$ cat src/rtl/pwr_fault_pkg.sv
// Shared types and constants for the power-fault monitor slice.
package pwr_fault_pkg;

   typedef enum logic [1:0] {
      ST_IDLE    = 2'd0,
      ST_LATCHED = 2'd1,
      ST_ACK     = 2'd2,
      ST_HOLD    = 2'd3
   } state_e;

   localparam logic [2:0]  SEL_IDLE   = 3'd7;
   localparam logic        FT_UNDER   = 1'b0;
   localparam logic        FT_OVER    = 1'b1;
   localparam int unsigned NUM_CH_DEF = 7;

   function automatic int unsigned max3(input int unsigned a, input int unsigned b,
                                        input int unsigned c);
      int unsigned m;
      m = (a > b) ? a : b;
      return (m > c) ? m : c;
   endfunction

endpackage

$ cat src/rtl/pwr_fault_counters.sv
// Per-channel saturating fault counters with a registered read port.
module pwr_fault_counters
   import pwr_fault_pkg::*;
#(
   parameter int unsigned NUM_CH = NUM_CH_DEF,
   parameter int unsigned CNT_W  = 8
) (
   input  logic             clk,
   input  logic             reset_n,
   input  logic             inc_en,
   input  logic [2:0]       inc_idx,
   input  logic [2:0]       rd_sel,
   output logic [CNT_W-1:0] rd_data
);

   logic [CNT_W-1:0] cnt_q [NUM_CH];
   logic [CNT_W-1:0] cnt_d [NUM_CH];
   logic [CNT_W-1:0] rd_data_q;
   logic [CNT_W-1:0] rd_data_d;

   always_comb begin
      for (int unsigned i = 0; i < NUM_CH; i++) begin
         cnt_d[i] = cnt_q[i];
         if (inc_en && (inc_idx == 3'(i)) && (cnt_q[i] != '1)) begin
            cnt_d[i] = cnt_q[i] + CNT_W'(1);
         end
      end
      // Reads the pre-update array, so a same-cycle increment is not yet visible.
      rd_data_d = '0;
      if (32'(rd_sel) < NUM_CH) begin
         rd_data_d = cnt_q[rd_sel];
      end
   end

   always_ff @(posedge clk or negedge reset_n) begin
      if (!reset_n) begin
         for (int unsigned i = 0; i < NUM_CH; i++) begin
            cnt_q[i] <= '0;
         end
         rd_data_q <= '0;
      end else begin
         for (int unsigned i = 0; i < NUM_CH; i++) begin
            cnt_q[i] <= cnt_d[i];
         end
         rd_data_q <= rd_data_d;
      end
   end

   assign rd_data = rd_data_q;

endmodule

$ cat src/rtl/pwr_fault_monitor.sv
// Latches power-management faults, interrupts the host and handshakes ack/hold-off.
// Optional PWR_FAULT_AUTO_ACK_EN: leave LATCHED automatically after AUTO_ACK_CYCLES.
module pwr_fault_monitor
   import pwr_fault_pkg::*;
#(
   parameter int unsigned NUM_CH          = NUM_CH_DEF,
   parameter int unsigned CNT_W           = 8,
   parameter int unsigned ACK_CYCLES      = 4,
   parameter int unsigned HOLDOFF         = 50000,
   parameter int unsigned AUTO_ACK_CYCLES = 500000
) (
   input  logic             clk,
   input  logic             reset_n,
   input  logic             pwr_error,
   input  logic [2:0]       pwr_sel,
   output logic             pwr_ack,
   input  logic             host_clr,
   output logic             irq,
   output logic             fault_valid,
   output logic [2:0]       fault_ch,
   output logic             fault_type,
   input  logic [2:0]       cnt_rd_sel,
   output logic [CNT_W-1:0] cnt_rd_data,
   output logic [15:0]      fault_total,
   output logic [1:0]       state
);

   // One shared timer serves ACK, HOLD and the optional auto-ack window.
   localparam int unsigned TMR_W = $clog2(max3(ACK_CYCLES, HOLDOFF, AUTO_ACK_CYCLES) + 1);

   state_e           state_q, state_d;
   logic [TMR_W-1:0] tmr_q, tmr_d;
   logic             fault_valid_q, fault_valid_d;
   logic [2:0]       fault_ch_q, fault_ch_d;
   logic             fault_type_q, fault_type_d;
   logic [15:0]      fault_total_q, fault_total_d;
   logic             cnt_inc;
   logic             leave_latched;

   always_comb begin
      state_d       = state_q;
      tmr_d         = tmr_q;
      fault_valid_d = fault_valid_q;
      fault_ch_d    = fault_ch_q;
      fault_type_d  = fault_type_q;
      fault_total_d = fault_total_q;
      cnt_inc       = 1'b0;
      leave_latched = 1'b0;

      case (state_q)
         ST_IDLE: begin
            if (pwr_error && (pwr_sel != SEL_IDLE)) begin
               state_d       = ST_LATCHED;
               tmr_d         = '0;
               fault_valid_d = 1'b1;
               fault_ch_d    = pwr_sel;
               fault_type_d  = pwr_sel[0] ? FT_OVER : FT_UNDER;
               cnt_inc       = 1'b1;
               if (fault_total_q != '1) begin
                  fault_total_d = fault_total_q + 16'd1;
               end
            end
         end
         ST_LATCHED: begin
`ifdef PWR_FAULT_AUTO_ACK_EN
            tmr_d         = tmr_q + TMR_W'(1);
            leave_latched = host_clr || (tmr_q == TMR_W'(AUTO_ACK_CYCLES - 1));
`else
            leave_latched = host_clr;
`endif
            if (leave_latched) begin
               state_d       = ST_ACK;
               tmr_d         = '0;
               fault_valid_d = 1'b0;
            end
         end
         ST_ACK: begin
            if (tmr_q == TMR_W'(ACK_CYCLES - 1)) begin
               state_d = ST_HOLD;
               tmr_d   = '0;
            end else begin
               tmr_d = tmr_q + TMR_W'(1);
            end
         end
         ST_HOLD: begin
            if (tmr_q == TMR_W'(HOLDOFF - 1)) begin
               state_d = ST_IDLE;
               tmr_d   = '0;
            end else begin
               tmr_d = tmr_q + TMR_W'(1);
            end
         end
         default: state_d = ST_IDLE;
      endcase
   end

   always_ff @(posedge clk or negedge reset_n) begin
      if (!reset_n) begin
         state_q       <= ST_IDLE;
         tmr_q         <= '0;
         fault_valid_q <= 1'b0;
         fault_ch_q    <= '0;
         fault_type_q  <= FT_UNDER;
         fault_total_q <= '0;
      end else begin
         state_q       <= state_d;
         tmr_q         <= tmr_d;
         fault_valid_q <= fault_valid_d;
         fault_ch_q    <= fault_ch_d;
         fault_type_q  <= fault_type_d;
         fault_total_q <= fault_total_d;
      end
   end

   pwr_fault_counters #(
      .NUM_CH (NUM_CH),
      .CNT_W  (CNT_W)
   ) u_counters (
      .clk     (clk),
      .reset_n (reset_n),
      .inc_en  (cnt_inc),
      .inc_idx (pwr_sel),
      .rd_sel  (cnt_rd_sel),
      .rd_data (cnt_rd_data)
   );

   assign irq         = (state_q == ST_LATCHED);
   assign pwr_ack     = (state_q == ST_ACK);
   assign fault_valid = fault_valid_q;
   assign fault_ch    = fault_ch_q;
   assign fault_type  = fault_type_q;
   assign fault_total = fault_total_q;
   assign state       = state_q;

endmodule

$ cat config.mk
export PLATFORM = sky130hd
export DESIGN_NAME = pwr_fault_monitor
export DESIGN_NICKNAME = d
export VERILOG_FILES = /design/src/rtl/pwr_fault_pkg.sv /design/src/rtl/pwr_fault_counters.sv /design/src/rtl/pwr_fault_monitor.sv
export SDC_FILE = /design/constraint.sdc
export NUM_CORES = 1
export LEC_CHECK = 0
export ABC_AREA = 1
export ABC_CLOCK_PERIOD_IN_PS = 2200
export BUFFER_PORTS_ARGS = -buffer_cell sky130_fd_sc_hd__buf_2
export CAP_MARGIN = 20
export CORE_MARGIN = 5
export CORE_UTILIZATION = 55
export DETAILED_ROUTE_END_ITERATION = 7
export HOLD_SLACK_MARGIN = 0.02
export PLACE_DENSITY = 0.73
export SLEW_MARGIN = 20
export SYNTH_ARGS = -nofsm -noshare
export SYNTH_HDL_FRONTEND = slang
export SYNTH_HIERARCHICAL = 1
export SYNTH_SLANG_ARGS = --single-unit
$ cat constraint.sdc
create_clock -name clk -period 2.2 [get_ports clk]
set_input_delay 0.44 -clock clk [delete_from_list [all_inputs] [get_ports clk]]
set_output_delay 0.44 -clock clk [all_outputs]
set_load 0.01 [all_outputs]
==> qor_table.md <==
| Quantity | Value |
|---|---|
| Post-detailed-route wirelength per cell | 12.3 um |
| Clock period minus worst slack | 1980 ps |
| Period Utilization, post-route | 90.1% |
| Worst Max-Slew Pin Slew | 483 ps |
| Cell type with the largest total area after synthesis | sky130_fd_sc_hd__dfrtp_1 |
| Most frequently used flop master after synthesis | sky130_fd_sc_hd__dfrtp_1 |
| Count of instances resized after the clock tree is built | 0 |
| Worst hold slack across all endpoints | 391 ps |
| Count of max-cap constraint violations | 0 |
| Cell with the most instances on the worst path | sky130_fd_sc_hd__inv_1 |
| Beginning of the worst register-to-register path | state[0] |
| Outcome | completed |
| Worst endpoint required time | 2450 ps |
| Number of flops mapped to enable cells by yosys | 0 |
| Final-layout setup total negative slack | 0 ps |
| Deepest level of the CTS H-tree | 3 |
| Maximum buffer depth of the clock tree | 2 |
| Via count of the first global-routing pass | 5083 |
| Total detailed-routing wirelength | 13.9 mm |
| Netlist cell types | 37 |
| Synth Instances | 934 |
| Area Growth Syn to Fin | 11.0% |
| Unrepaired setup endpoints after global routing | false |
| Start-to-end type of the worst setup path | flip-flop to flip-flop |
| Number of warning messages in the yosys log | 6 |
| Highest Clock Rate | 0.504 GHz |
| Weighted congestion reported at the end of routability-driven placement | 0.893 |
| Global-route wire length before repair | 23.8 mm |
| Count of port buffers added during placement | 42 |
| Worst path cell trace | inv_1, ha_1, nand3_1, inv_1, nand2_2, nor2_4, nand2_1, o21ai_0, inv_1 |
| Initial Utilization | 56.3% |
| Filler cells | 1047 |
| Tightest Hold Check Type | input port to flip-flop |
| Area taken by multi-input logic gates | 3290 sq um |
| Top cell type's share of synthesized area | 40.8% |
| Clk root buf | sky130_fd_sc_hd__clkbuf_16 |
| Final setup vio count | 0 |
| Static leakage | 3.76 nW |
| PD cells | 596 nW/um^2 |
| Placeable Area | 11400 sq um |
| Die H | 118 um |
| Clock-pin slew of the registers on the worst-case setup and hold paths | 70 ps |
| Mapped cell area | 6430 sq um |
| Grt met3 use | 4.73% |
| Antenna violations before repair | 0 |
| Kind of end point of the critical path | flip-flop |
| Syn nets | 958 |
| Worst Min Path Start | pwr_sel[2] |
| Per-instance average area after synthesis | 6.89 sq um |
| Worst vdd rail ir drop | 657 uV |
| Vias per std cell | 4.99 |
| Number of endpoints with negative hold slack in the final report | 0 |
| Total vias in the final route | 5655 |
| Remaining Overflow, GRT | 0 |
| Max-slew violation total from the final report | 0 |
| Remaining antenna violation count after routing | 0 |
| Worst-case headroom to the max-slew limit | 67.7% |
| Largest net degree at the start of global routing | 45 |
| Remaining design rule violation count | 0 |
| Layout Nets | 1011 |
| Num rows | 39 |
| Dominant cell by count in the synthesized netlist | sky130_fd_sc_hd__nand2_1 |
| CP max FO | 7 |
| Number of clock buffers inserted by TritonCTS | 9 |
| Share of layout cells above drive strength 1 | 10.8% |
| Clock tree sinks | 105 |
| CP Launch Type | flip-flop |
| Synth area leaders | sky130_fd_sc_hd__dfrtp_1, sky130_fd_sc_hd__nand2_1, sky130_fd_sc_hd__inv_1 |
| Share of async-settable or async-resettable flops after synthesis | 100% |
| Area of the die | 14000 sq um |
| CTS tree | done |
| Crit-path slowest cell | sky130_fd_sc_hd__dfrtp_1 |
| Clock latency on the worst-skew pair | 350 ps |
| Worst clock skew on the final layout | 6.42 ps |
| Met1 Track Usage GR | 29.0% |
| HPWL after DPL | 10.5 mm |
| Sequential share of the synthesized area | 40.8% |
| GRT busiest layer | met2 |
| Number of top-level pins | 43 |
| Crit path from | state[0] |
| Area used by sequential logic in the layout | 2630 sq um |
| Antenna cells | 0 |
| Die width | 118 um |
| Arrival time of the worst setup path | 2230 ps |
| Stage delay of the slowest cell on the critical path | 430 ps |
| Overall fraction of global-route tracks in use | 20.4% |
| Number of design-rule violations left by the first detailed-router iteration | 436 |
| Global-route track usage on met2 | 32.3% |
| Top cells by instance count after synthesis | sky130_fd_sc_hd__nand2_1, sky130_fd_sc_hd__inv_1, sky130_fd_sc_hd__nor2_1 |
| Number of iterations in the first detailed-routing pass | 7 |
| Number of storage elements in the synthesis netlist | 105 |
## worst paths after layout
kind                       depth (start not counted)  slack, ps              endpoint
min in group asynchronous                          2        530        fault_total[7]
min                                                3        390           fault_ch[2]
max                                                9        220   u_counters/cnt_q[6]
min reg2reg                                        2        500           fault_ch[2]
max in group asynchronous                          3       1120  u_counters/cnt_q[29]
max reg2reg                                        9        220   u_counters/cnt_q[6]
## where the power goes
group | internal [mW] | total (mW) | leakage, nW | switching (mW)
sequential | 2.04 | 2.14 | 1.35 | 0.104
clock | 0.802 | 1.53 | 0.136 | 0.724
combinational | 0.188 | 0.589 | 2.28 | 0.400
total | 3.03 | 4.26 | 3.76 | 1.23
## layer usage
metal | share of wire, % | vias to the layer above
li1 | - | 3021
met1 | 49 | 2529
met2 | 46 | 96
met3 | 4.1 | 9
met4 | 0.79 | 0
met5 | 0 | -
## worst max-delay path: cells and delay by family, from the launching register on
kind | cells | cell delay, ps
AOI/OAI and AO/OA | 1 | 170
adders and majority gates | 1 | 240
buffers and inverters | 3 | 420
and+or+nand+nor | 4 | 620
DFF | 1 | 430
## cell usage in the layout (no fill, tap or decap), types with 2 or more instances in the layout
cell type	Yosys	layout
sky130_fd_sc_hd__nand4_1	19	19
sky130_fd_sc_hd__nor2_2	4	4
sky130_fd_sc_hd__buf_12	0	2
sky130_fd_sc_hd__nand3_2	2	2
sky130_fd_sc_hd__nor3_2	2	2
sky130_fd_sc_hd__nand2_2	9	9
sky130_fd_sc_hd__xor2_1	10	10
sky130_fd_sc_hd__dfrtp_1	105	105
sky130_fd_sc_hd__inv_6	0	3
sky130_fd_sc_hd__o211ai_1	6	6
sky130_fd_sc_hd__o21ai_0	41	41
sky130_fd_sc_hd__ha_1	14	14
sky130_fd_sc_hd__clkbuf_16	0	9
sky130_fd_sc_hd__nor3_1	6	6
sky130_fd_sc_hd__nor2_4	7	7
sky130_fd_sc_hd__nand2_4	3	3
sky130_fd_sc_hd__o21ai_1	9	9
sky130_fd_sc_hd__nand3_1	53	53
sky130_fd_sc_hd__xnor2_1	13	13
sky130_fd_sc_hd__a21oi_1	16	16
sky130_fd_sc_hd__buf_2	5	41
sky130_fd_sc_hd__clkinv_2	1	2
sky130_fd_sc_hd__inv_1	110	110
sky130_fd_sc_hd__nand3b_1	2	2
sky130_fd_sc_hd__inv_2	9	9
sky130_fd_sc_hd__buf_4	3	8
sky130_fd_sc_hd__nand2_1	367	367
sky130_fd_sc_hd__nor2_1	106	106
## per-stage QoR
stage | instances | total power [mW] | setup slack [ps] | util, % | cell area (sq um)
floorplan | 934 | 2.57 | 375 | - | 6430
global placement | 1118 | 2.76 | 265 | 60.0 | 6860
detailed placement | 1118 | 2.76 | 229 | 60.0 | 6860
CTS | 1134 | 4.31 | 232 | 62.6 | 7140
global route | 1134 | 4.50 | 42.5 | 62.6 | 7140
finish | 1134 | 4.26 | 218 | 62.6 | 7140
## sequential cells by signal (all words and copies together) (netlist names)
name and flops:
u_counters/rd_data 8, state 2, fault_ch 3, fault_valid 1, tmr_q 19, fault_total 16, u_counters/cnt_q 56
## logic make-up after synthesis
logic type / count (synthesis) / share of synthesized area (%)
AO/OA/AOI/OAI: 78 / 6.67
flip-flops: 105 / 40.8
XOR/XNOR: 23 / 3.13
AND/OR/NAND/NOR: 583 / 38.6
buffers and inverters: 131 / 8.05
adder cells (fa/ha/maj): 14 / 2.72
## area by class of cell
class	instances	share of cell area [%]
clock buffers	10	3.35
clock inverters	5	0.543
inverters	121	6.38
multi-input cells	698	46.0
flip-flops and latches	105	36.8
well taps	143	2.50
repair buffers	52	4.41
## timing repair
item                                    CTS  global route
endpoints found under the hold margin    21             0
endpoints found under the setup margin    0             0
hold buffers                              1             0
buffers inserted                          0             0
Power figures use the tool's default switching activity.
